### src/rtl/traffic_light_monitor.sv
// -----------------------------------------------------------------------------
// traffic_light_monitor
//
// Safety monitor placed between a fixed-time four-way light controller and the
// lamp drivers. Each cycle it checks the controller's four light vectors for
// legal encoding, mutual exclusion, legal colour transitions, green/yellow
// dwell times and the N->S->E->W rotation. Fault-free traffic is forwarded to
// the lamp drivers with one cycle of latency. The first violation latches a
// sticky fault (cause and direction) and forces all lamps to flashing red
// until clr_fault or rst_a.
//
// Ports:
//   clk         system clock, rising edge
//   rst_a       synchronous active-high reset
//   n/s/e/w_lights  controller light vectors (GREEN 001, YELLOW 010, RED 100)
//   clr_fault   synchronous fault clear pulse
//   n/s/e/w_out lamp driver outputs (registered)
//   fault       sticky fault flag
//   fault_code  first fault cause (1 enc, 2 conflict, 3 transition,
//               4 green dwell, 5 yellow dwell, 6 order)
//   fault_dir   direction of first fault (N=0, S=1, E=2, W=3)
// -----------------------------------------------------------------------------
module traffic_light_monitor #(
    parameter int GREEN_CYC  = 8,
    parameter int YELLOW_CYC = 4,
    parameter int FLASH_HALF = 4
) (
    input  logic       clk,
    input  logic       rst_a,
    input  logic [2:0] n_lights,
    input  logic [2:0] s_lights,
    input  logic [2:0] e_lights,
    input  logic [2:0] w_lights,
    input  logic       clr_fault,
    output logic [2:0] n_out,
    output logic [2:0] s_out,
    output logic [2:0] e_out,
    output logic [2:0] w_out,
    output logic       fault,
    output logic [2:0] fault_code,
    output logic [1:0] fault_dir
);

    localparam logic [2:0] GREEN  = 3'b001;
    localparam logic [2:0] YELLOW = 3'b010;
    localparam logic [2:0] RED    = 3'b100;
    localparam logic [2:0] DARK   = 3'b000;

    localparam int CNT_MAX = ((GREEN_CYC > YELLOW_CYC) ? GREEN_CYC : YELLOW_CYC) + 1;
    localparam int CW      = $clog2(CNT_MAX + 1);
    localparam int FW      = $clog2(FLASH_HALF + 1);

    localparam logic [CW-1:0] CNT_ZERO = CW'(0);
    localparam logic [CW-1:0] CNT_ONE  = CW'(1);
    localparam logic [CW-1:0] CNT_SAT  = CW'(CNT_MAX);
    localparam logic [CW-1:0] CNT_GRN  = CW'(GREEN_CYC);
    localparam logic [CW-1:0] CNT_YEL  = CW'(YELLOW_CYC);
    localparam logic [FW-1:0] FL_ONE   = FW'(1);
    localparam logic [FW-1:0] FL_HALF  = FW'(FLASH_HALF);

    function automatic logic legal_enc(input logic [2:0] v);
        return (v == GREEN) || (v == YELLOW) || (v == RED);
    endfunction

    function automatic logic legal_step(input logic [2:0] prv, input logic [2:0] cur);
        logic ok;
        if (prv == cur) begin
            ok = 1'b1;
        end else begin
            case ({prv, cur})
                {RED, GREEN}, {GREEN, YELLOW}, {YELLOW, RED}: ok = 1'b1;
                default:                                      ok = 1'b0;
            endcase
        end
        return ok;
    endfunction

    function automatic logic [1:0] lowest_idx(input logic [3:0] v);
        logic [1:0] idx;
        if (v[0])      idx = 2'd0;
        else if (v[1]) idx = 2'd1;
        else if (v[2]) idx = 2'd2;
        else           idx = 2'd3;
        return idx;
    endfunction

    logic [3:0][2:0]    lights_s;
    logic [3:0][2:0]    prev_q, prev_d, out_q, out_d;
    logic [3:0][CW-1:0] cnt_q, cnt_d;
    logic [3:0]         run_valid_q, run_valid_d;
    logic               last_green_valid_q, last_green_valid_d;
    logic [1:0]         last_green_q, last_green_d;
    logic               fault_q, fault_d;
    logic [2:0]         fault_code_q, fault_code_d;
    logic [1:0]         fault_dir_q, fault_dir_d;
    logic               flash_on_q, flash_on_d;
    logic [FW-1:0]      flash_cnt_q, flash_cnt_d;

    logic [3:0] enc_bad_s, trans_bad_s, gdw_bad_s, ydw_bad_s, ord_bad_s;
    logic [3:0] nonred_s, r2g_s, g2y_s;
    logic       conflict_s, det_s;
    logic [2:0] det_code_s;
    logic [1:0] det_dir_s;

    assign lights_s[0] = n_lights;
    assign lights_s[1] = s_lights;
    assign lights_s[2] = e_lights;
    assign lights_s[3] = w_lights;

    // Per-direction rule checks plus dwell/run/rotation tracking state.
    always_comb begin
        prev_d             = lights_s;
        cnt_d              = cnt_q;
        run_valid_d        = run_valid_q;
        last_green_valid_d = last_green_valid_q;
        last_green_d       = last_green_q;
        enc_bad_s          = 4'b0000;
        trans_bad_s        = 4'b0000;
        gdw_bad_s          = 4'b0000;
        ydw_bad_s          = 4'b0000;
        ord_bad_s          = 4'b0000;
        nonred_s           = 4'b0000;
        r2g_s              = 4'b0000;
        g2y_s              = 4'b0000;
        for (int d = 0; d < 4; d++) begin
            nonred_s[d]    = (lights_s[d] != RED);
            enc_bad_s[d]   = !legal_enc(lights_s[d]);
            // Transition legality only makes sense between two legal colours.
            trans_bad_s[d] = legal_enc(lights_s[d]) && legal_enc(prev_q[d]) &&
                             !legal_step(prev_q[d], lights_s[d]);
            r2g_s[d]       = (prev_q[d] == RED)   && (lights_s[d] == GREEN);
            g2y_s[d]       = (prev_q[d] == GREEN) && (lights_s[d] == YELLOW);
            // cnt_q holds how many samples the previous colour has lasted.
            gdw_bad_s[d]   = run_valid_q[d] &&
                             ((g2y_s[d] && (cnt_q[d] != CNT_GRN)) ||
                              ((prev_q[d] == GREEN) && (lights_s[d] == GREEN) &&
                               (cnt_q[d] == CNT_GRN)));
            ydw_bad_s[d]   = run_valid_q[d] &&
                             (((prev_q[d] == YELLOW) && (lights_s[d] == RED) &&
                               (cnt_q[d] != CNT_YEL)) ||
                              ((prev_q[d] == YELLOW) && (lights_s[d] == YELLOW) &&
                               (cnt_q[d] == CNT_YEL)));
            ord_bad_s[d]   = r2g_s[d] && last_green_valid_q &&
                             (2'(d) != (last_green_q + 2'd1));
            if (lights_s[d] != prev_q[d]) begin
                cnt_d[d] = CNT_ONE;
            end else if (cnt_q[d] == CNT_SAT) begin
                cnt_d[d] = cnt_q[d];
            end else begin
                cnt_d[d] = cnt_q[d] + CNT_ONE;
            end
            run_valid_d[d] = run_valid_q[d] | r2g_s[d] | g2y_s[d];
        end
        // Walk downwards so the lowest-indexed new green becomes the reference.
        for (int d = 3; d >= 0; d--) begin
            if (r2g_s[d]) begin
                last_green_d       = 2'(d);
                last_green_valid_d = 1'b1;
            end else begin
                last_green_d       = last_green_d;
            end
        end
    end

    assign conflict_s = (nonred_s & (nonred_s - 4'd1)) != 4'b0000;

    // Pick the lowest fault code present and its lowest offending direction.
    always_comb begin
        det_s      = 1'b1;
        det_code_s = 3'd0;
        det_dir_s  = 2'd0;
        if (|enc_bad_s) begin
            det_code_s = 3'd1;
            det_dir_s  = lowest_idx(enc_bad_s);
        end else if (conflict_s) begin
            det_code_s = 3'd2;
            det_dir_s  = lowest_idx(nonred_s);
        end else if (|trans_bad_s) begin
            det_code_s = 3'd3;
            det_dir_s  = lowest_idx(trans_bad_s);
        end else if (|gdw_bad_s) begin
            det_code_s = 3'd4;
            det_dir_s  = lowest_idx(gdw_bad_s);
        end else if (|ydw_bad_s) begin
            det_code_s = 3'd5;
            det_dir_s  = lowest_idx(ydw_bad_s);
        end else if (|ord_bad_s) begin
            det_code_s = 3'd6;
            det_dir_s  = lowest_idx(ord_bad_s);
        end else begin
            det_s      = 1'b0;
        end
    end

    // Fault latch, fail-safe flashing and lamp output selection.
    always_comb begin
        fault_d      = fault_q;
        fault_code_d = fault_code_q;
        fault_dir_d  = fault_dir_q;
        flash_on_d   = flash_on_q;
        flash_cnt_d  = flash_cnt_q;
        out_d        = lights_s;
        if (clr_fault) begin
            // Clear wins over anything detected on the same sample.
            fault_d      = 1'b0;
            fault_code_d = 3'd0;
            fault_dir_d  = 2'd0;
            flash_on_d   = 1'b1;
            flash_cnt_d  = FL_ONE;
            out_d        = lights_s;
        end else if (fault_q) begin
            if (flash_cnt_q == FL_HALF) begin
                flash_on_d  = ~flash_on_q;
                flash_cnt_d = FL_ONE;
            end else begin
                flash_cnt_d = flash_cnt_q + FL_ONE;
            end
            out_d = flash_on_d ? {4{RED}} : {4{DARK}};
        end else if (det_s) begin
            // The latch edge is the first cycle of the red half-period.
            fault_d      = 1'b1;
            fault_code_d = det_code_s;
            fault_dir_d  = det_dir_s;
            flash_on_d   = 1'b1;
            flash_cnt_d  = FL_ONE;
            out_d        = {4{RED}};
        end else begin
            out_d        = lights_s;
        end
    end

    // State registers with synchronous reset.
    always_ff @(posedge clk) begin
        if (rst_a) begin
            prev_q             <= {4{RED}};
            cnt_q              <= {4{CNT_ZERO}};
            run_valid_q        <= 4'b0000;
            last_green_valid_q <= 1'b0;
            last_green_q       <= 2'd0;
            fault_q            <= 1'b0;
            fault_code_q       <= 3'd0;
            fault_dir_q        <= 2'd0;
            flash_on_q         <= 1'b1;
            flash_cnt_q        <= FL_ONE;
            out_q              <= {4{RED}};
        end else begin
            prev_q             <= prev_d;
            cnt_q              <= cnt_d;
            run_valid_q        <= clr_fault ? 4'b0000 : run_valid_d;
            last_green_valid_q <= clr_fault ? 1'b0 : last_green_valid_d;
            last_green_q       <= last_green_d;
            fault_q            <= fault_d;
            fault_code_q       <= fault_code_d;
            fault_dir_q        <= fault_dir_d;
            flash_on_q         <= flash_on_d;
            flash_cnt_q        <= flash_cnt_d;
            out_q              <= out_d;
        end
    end

    assign n_out      = out_q[0];
    assign s_out      = out_q[1];
    assign e_out      = out_q[2];
    assign w_out      = out_q[3];
    assign fault      = fault_q;
    assign fault_code = fault_code_q;
    assign fault_dir  = fault_dir_q;

endmodule

### config.mk
export PLATFORM = sky130hd
export DESIGN_NAME = traffic_light_monitor
export DESIGN_NICKNAME = d
export VERILOG_FILES = /design/src/rtl/traffic_light_monitor.sv
export SDC_FILE = /design/constraint.sdc
export NUM_CORES = 1
export LEC_CHECK = 0
export CAP_MARGIN = 20
export CORE_MARGIN = 8
export CORE_UTILIZATION = 64
export CTS_BUF_LIST = sky130_fd_sc_hd__clkbuf_8
export DETAILED_ROUTE_END_ITERATION = 10
export GPL_ROUTABILITY_DRIVEN = 1
export PLACE_DENSITY_LB_ADDON = 0.25
export SYNTH_ARGS = -nofsm -noshare
export SYNTH_HDL_FRONTEND = slang
export SYNTH_SLANG_ARGS = --single-unit
### constraint.sdc
create_clock -name clk -period 5.9 [get_ports clk]
set_input_delay 1.18 -clock clk [delete_from_list [all_inputs] [get_ports clk]]
set_output_delay 1.18 -clock clk [all_outputs]
set_load 0.02 [all_outputs]
==> results list <==
- Outcome: finished, final reports clean
* Logic gate share of total power: 0.134
- Traced cell by cell, the critical path runs through clkdlybuf4s50_1 -> nor4bb_1 -> a31oi_1 -> o32ai_1 -> nor4_2 -> and3_1 -> a31oi_4 -> a221o_1.
- The total count of max-transition violations in the final report was 0.
* Gp weighted congestion: ~0.95
- For this design the total switching power over the nets is 0.245 mW.
* Arrival time of the worst setup path: 4140 ps
- In the layout the commonest cells are sky130_fd_sc_hd__dfxtp_1 (57), sky130_fd_sc_hd__nor2_1 (32), sky130_fd_sc_hd__clkdlybuf4s50_1 (32).
* Minimum hold slack: around 470 ps
- In this run the cell area of the synthesized design comes to 0.00354 mm^2.
* Ports placed on the boundary: 33
- Mean cell area of the mapped netlist: 8.58 um^2
- Seq cells post-synth: 57
* Clock Path Buffers: 2
- Synthesized instance count: around 410
- Sequential-to-total area share from yosys stat: 0.322
- # resized after CTS: 0
- Antenna Cells: 0
- DP Worst Slack: between 1500 and 2000 ps
* MaxCap Viol Count: 0
- Standard cell area after detailed placement: 0.00386 mm^2
- Yosys mapped a number of flops with a built-in enable equal to 0.
- Post-route antenna net violation count: 0
- Post-synth top flop: sky130_fd_sc_hd__dfxtp_1
- Leakage component of the power: ~1.5 nW
- Delay contributed by the slowest stage of the critical path: slightly below 800 ps
* Cell Int Power: 0.688 mW
- Util after Layout: 0.748
* Number of rows in the core area: 27
- The detailed router finished its first iteration with approximately 280 violations.
- The first TritonRoute pass finished after 4 iterations.
- After layout, the design draws a total of around 0.93 mW.
- The number of nets in the synthesized netlist is between 400 and 500.
* Switching Share: 0.262
* Clock input transition at the sequential cells of the worst setup and hold paths: 60 ps
- After layout, the minimum clock period comes to between 3000 and 4000 ps.
- Routed vias/inst: around 6
- Maximum fanout along the worst path: 14
- Based on the critical path, the design can be clocked at up to 0.259 GHz.
- Top cells by area, synth: sky130_fd_sc_hd__dfxtp_1 (32%), sky130_fd_sc_hd__nand2b_1 (5.3%), sky130_fd_sc_hd__ha_1 (4.9%)
- Clock tree from TritonCTS: yes
- Compared with the post-synthesis result, the final layout area differs by 14.8%.
- After synthesis, the netlist uses 61 different library cells.
- Max-slew headroom at the worst pin: 0.449
- Number of filler cells placed in the layout: between 400 and 500
- The initial antenna violation count came to 0.
* Count of buffers inserted at the top-level ports: 32
- The routed layout has around 3100 vias.
- The die is between 90 and 100 um tall.
- Setup repair after global routing left no endpoint under its margin.
- Part of the cycle the worst path needs: 0.654
- Starting density of the core: 0.652
- Entering global routing, the biggest net connects 32 pins.
- For this design the ratio of total power to cell area is approximately 230 mW/mm^2.
- Worst-case clock skew: between 8 and 9 ps
* Total Routed Length: about 8400 um
- In the final layout, the share of cells above drive strength 1 is 0.0816.
* Via count of the first global-routing pass: 2884
- Endpoints failing setup: 0
- Kind of launch point of the worst setup path: input pin
- STA classifies the critical path endpoint as a register.
- For this run the aggregate overflow at the end of global routing stands at 0.
- The share of total power dissipated in the clock network is 0.420.
- Finished Layout Cells: 513
- For this run, the total global-route usage over all layers was measured as 0.203.
- Area share of the largest cell type after synthesis: 0.322
* Maximum level of the CTS H-tree: 3
- The library cell used most frequently in the layout, excluding fill and tap cells, is sky130_fd_sc_hd__dfxtp_1.
- Counting the buffers created by CTS gives 9.
- The floorplan step defined a die boundary enclosing between 0.008 and 0.009 mm^2.
- Detailed placement HPWL: ~6000 um
* Final non-filler cell area: 0.00407 mm^2
* Worst-margin pin slew: approximately 820 ps
* Synth warnings: 0
* Hold WC Path Type: reg -> reg
* Max stage delay cell, worst path: sky130_fd_sc_hd__clkdlybuf4s50_1
* Cell type contributing the most total cell area after synthesis: sky130_fd_sc_hd__dfxtp_1
* Global-route wire length before repair: 13800 um
- Hold Vio Cnt, Final: 0
- IR analysis of the VDD net gives a maximum drop of 0.169 mV.
- WL per Instance: about 16 um
- Post-synthesis async set-or-reset flop share: 0
- After clock tree synthesis, the setup repair step added 0 buffers.
* Required time of the worst setup path: approximately 6000 ps
- The worst setup path is of the in -> reg kind.
- Num Clock Sinks: 57
* Setup TNS: 0 ps
* Area of the placeable core: roughly 0.0054 mm^2
* Placed cell count: approximately 500
- Clock latency on the worst-skew pair: 340 ps
* Chip width: 90.4 um
- The tree is rooted in a sky130_fd_sc_hd__clkbuf_8.
* Setup WS post-layout: roughly 2000 ps
* Share of total power in sequential cells: 0.446
* Residual DRC: 0
- For this run, the post-layout net count is 465.
* Hold bufs inserted after CTS: 0
## per-layer routing
layer / share of wire / wire (um) / global-route usage
met1: 0.42 / 3520 / 0.237
met2: 0.50 / 4200 / 0.346
met3: 0.056 / 472 / 0.0432
met4: 0.020 / 166 / 0.0943
met5: 0 / 0 / 0
## worst max-delay path: cells and delay by family
family	cells	cell delay, ps
AND/OR/NAND/NOR	3	840
AO/OA/AOI/OAI	4	1330
buffers and inverters	1	780
## sequential cells by signal, indices dropped and copies added (netlist names)
| signal | flops |
|---|---|
| flash_on_q | 1 |
| n_out | 3 |
| e_out | 3 |
| fault_dir | 2 |
| prev_q | 12 |
| flash_cnt_q | 3 |
| s_out | 3 |
| fault_code | 3 |
| last_green_q | 2 |
| cnt_q | 16 |
| fault | 1 |
| run_valid_q | 4 |
| w_out | 3 |
| last_green_valid_q | 1 |
## cells by family after synthesis
logic type | count (synthesis) | synth area share
XOR/XNOR | 24 | 0.0593
AO/OA/AOI/OAI | 80 | 0.168
multiplexers | 14 | 0.0395
adder cells (fa/ha/maj) | 15 | 0.0522
AND/OR/NAND/NOR | 184 | 0.310
flip-flops | 57 | 0.322
buffers and inverters | 39 | 0.0484
## power groups by stage
stage | clock (mW) | combinational, mW | sequential [mW]
after floorplan | 0 | 0.0816 | 0.425
after global placement | 0 | 0.119 | 0.423
after detailed placement | 0 | 0.122 | 0.424
after CTS | 0.398 | 0.124 | 0.415
after global routing | 0.414 | 0.137 | 0.417
final | 0.392 | 0.125 | 0.416
## path summary, 6_finish.rpt
check / slack [ps] / cells past startpoint / endpoint / from
worst max-delay path: 2040 / 8 / s_out[2] / n_lights[2]
worst min-delay path: 470 / 2 / fault_code[1] / fault_code[1]
worst max register to register: 3220 / 7 / s_out[2] / prev_q[3]
worst min register to register: 470 / 2 / fault_code[1] / fault_code[1]
## synthesized netlist by cell type (11+ instances only)
master                     number
sky130_fd_sc_hd__xor2_1        19
sky130_fd_sc_hd__mux2i_1       14
sky130_fd_sc_hd__nand3_1       14
sky130_fd_sc_hd__inv_1         18
sky130_fd_sc_hd__a21oi_1       17
sky130_fd_sc_hd__nor2b_1       18
sky130_fd_sc_hd__dfxtp_1       57
sky130_fd_sc_hd__nor2_1        32
sky130_fd_sc_hd__nand2b_1      30
sky130_fd_sc_hd__nand2_1       11
sky130_fd_sc_hd__nor3_1        15
sky130_fd_sc_hd__ha_1          14
sky130_fd_sc_hd__nand3b_1      12
## final cells by class
type                       instances  area (um^2)  share of cell area
clock buffer                       9          124              0.0304
clock inverter                     7         86.3              0.0212
inverter                          18         67.6              0.0166
multi-input combinational        317         2230               0.549
sequential                        57         1140               0.280
tap                               72         90.1              0.0221
timing repair buffer              33          328              0.0806
Note: power is estimated with default switching activity, not from simulation.
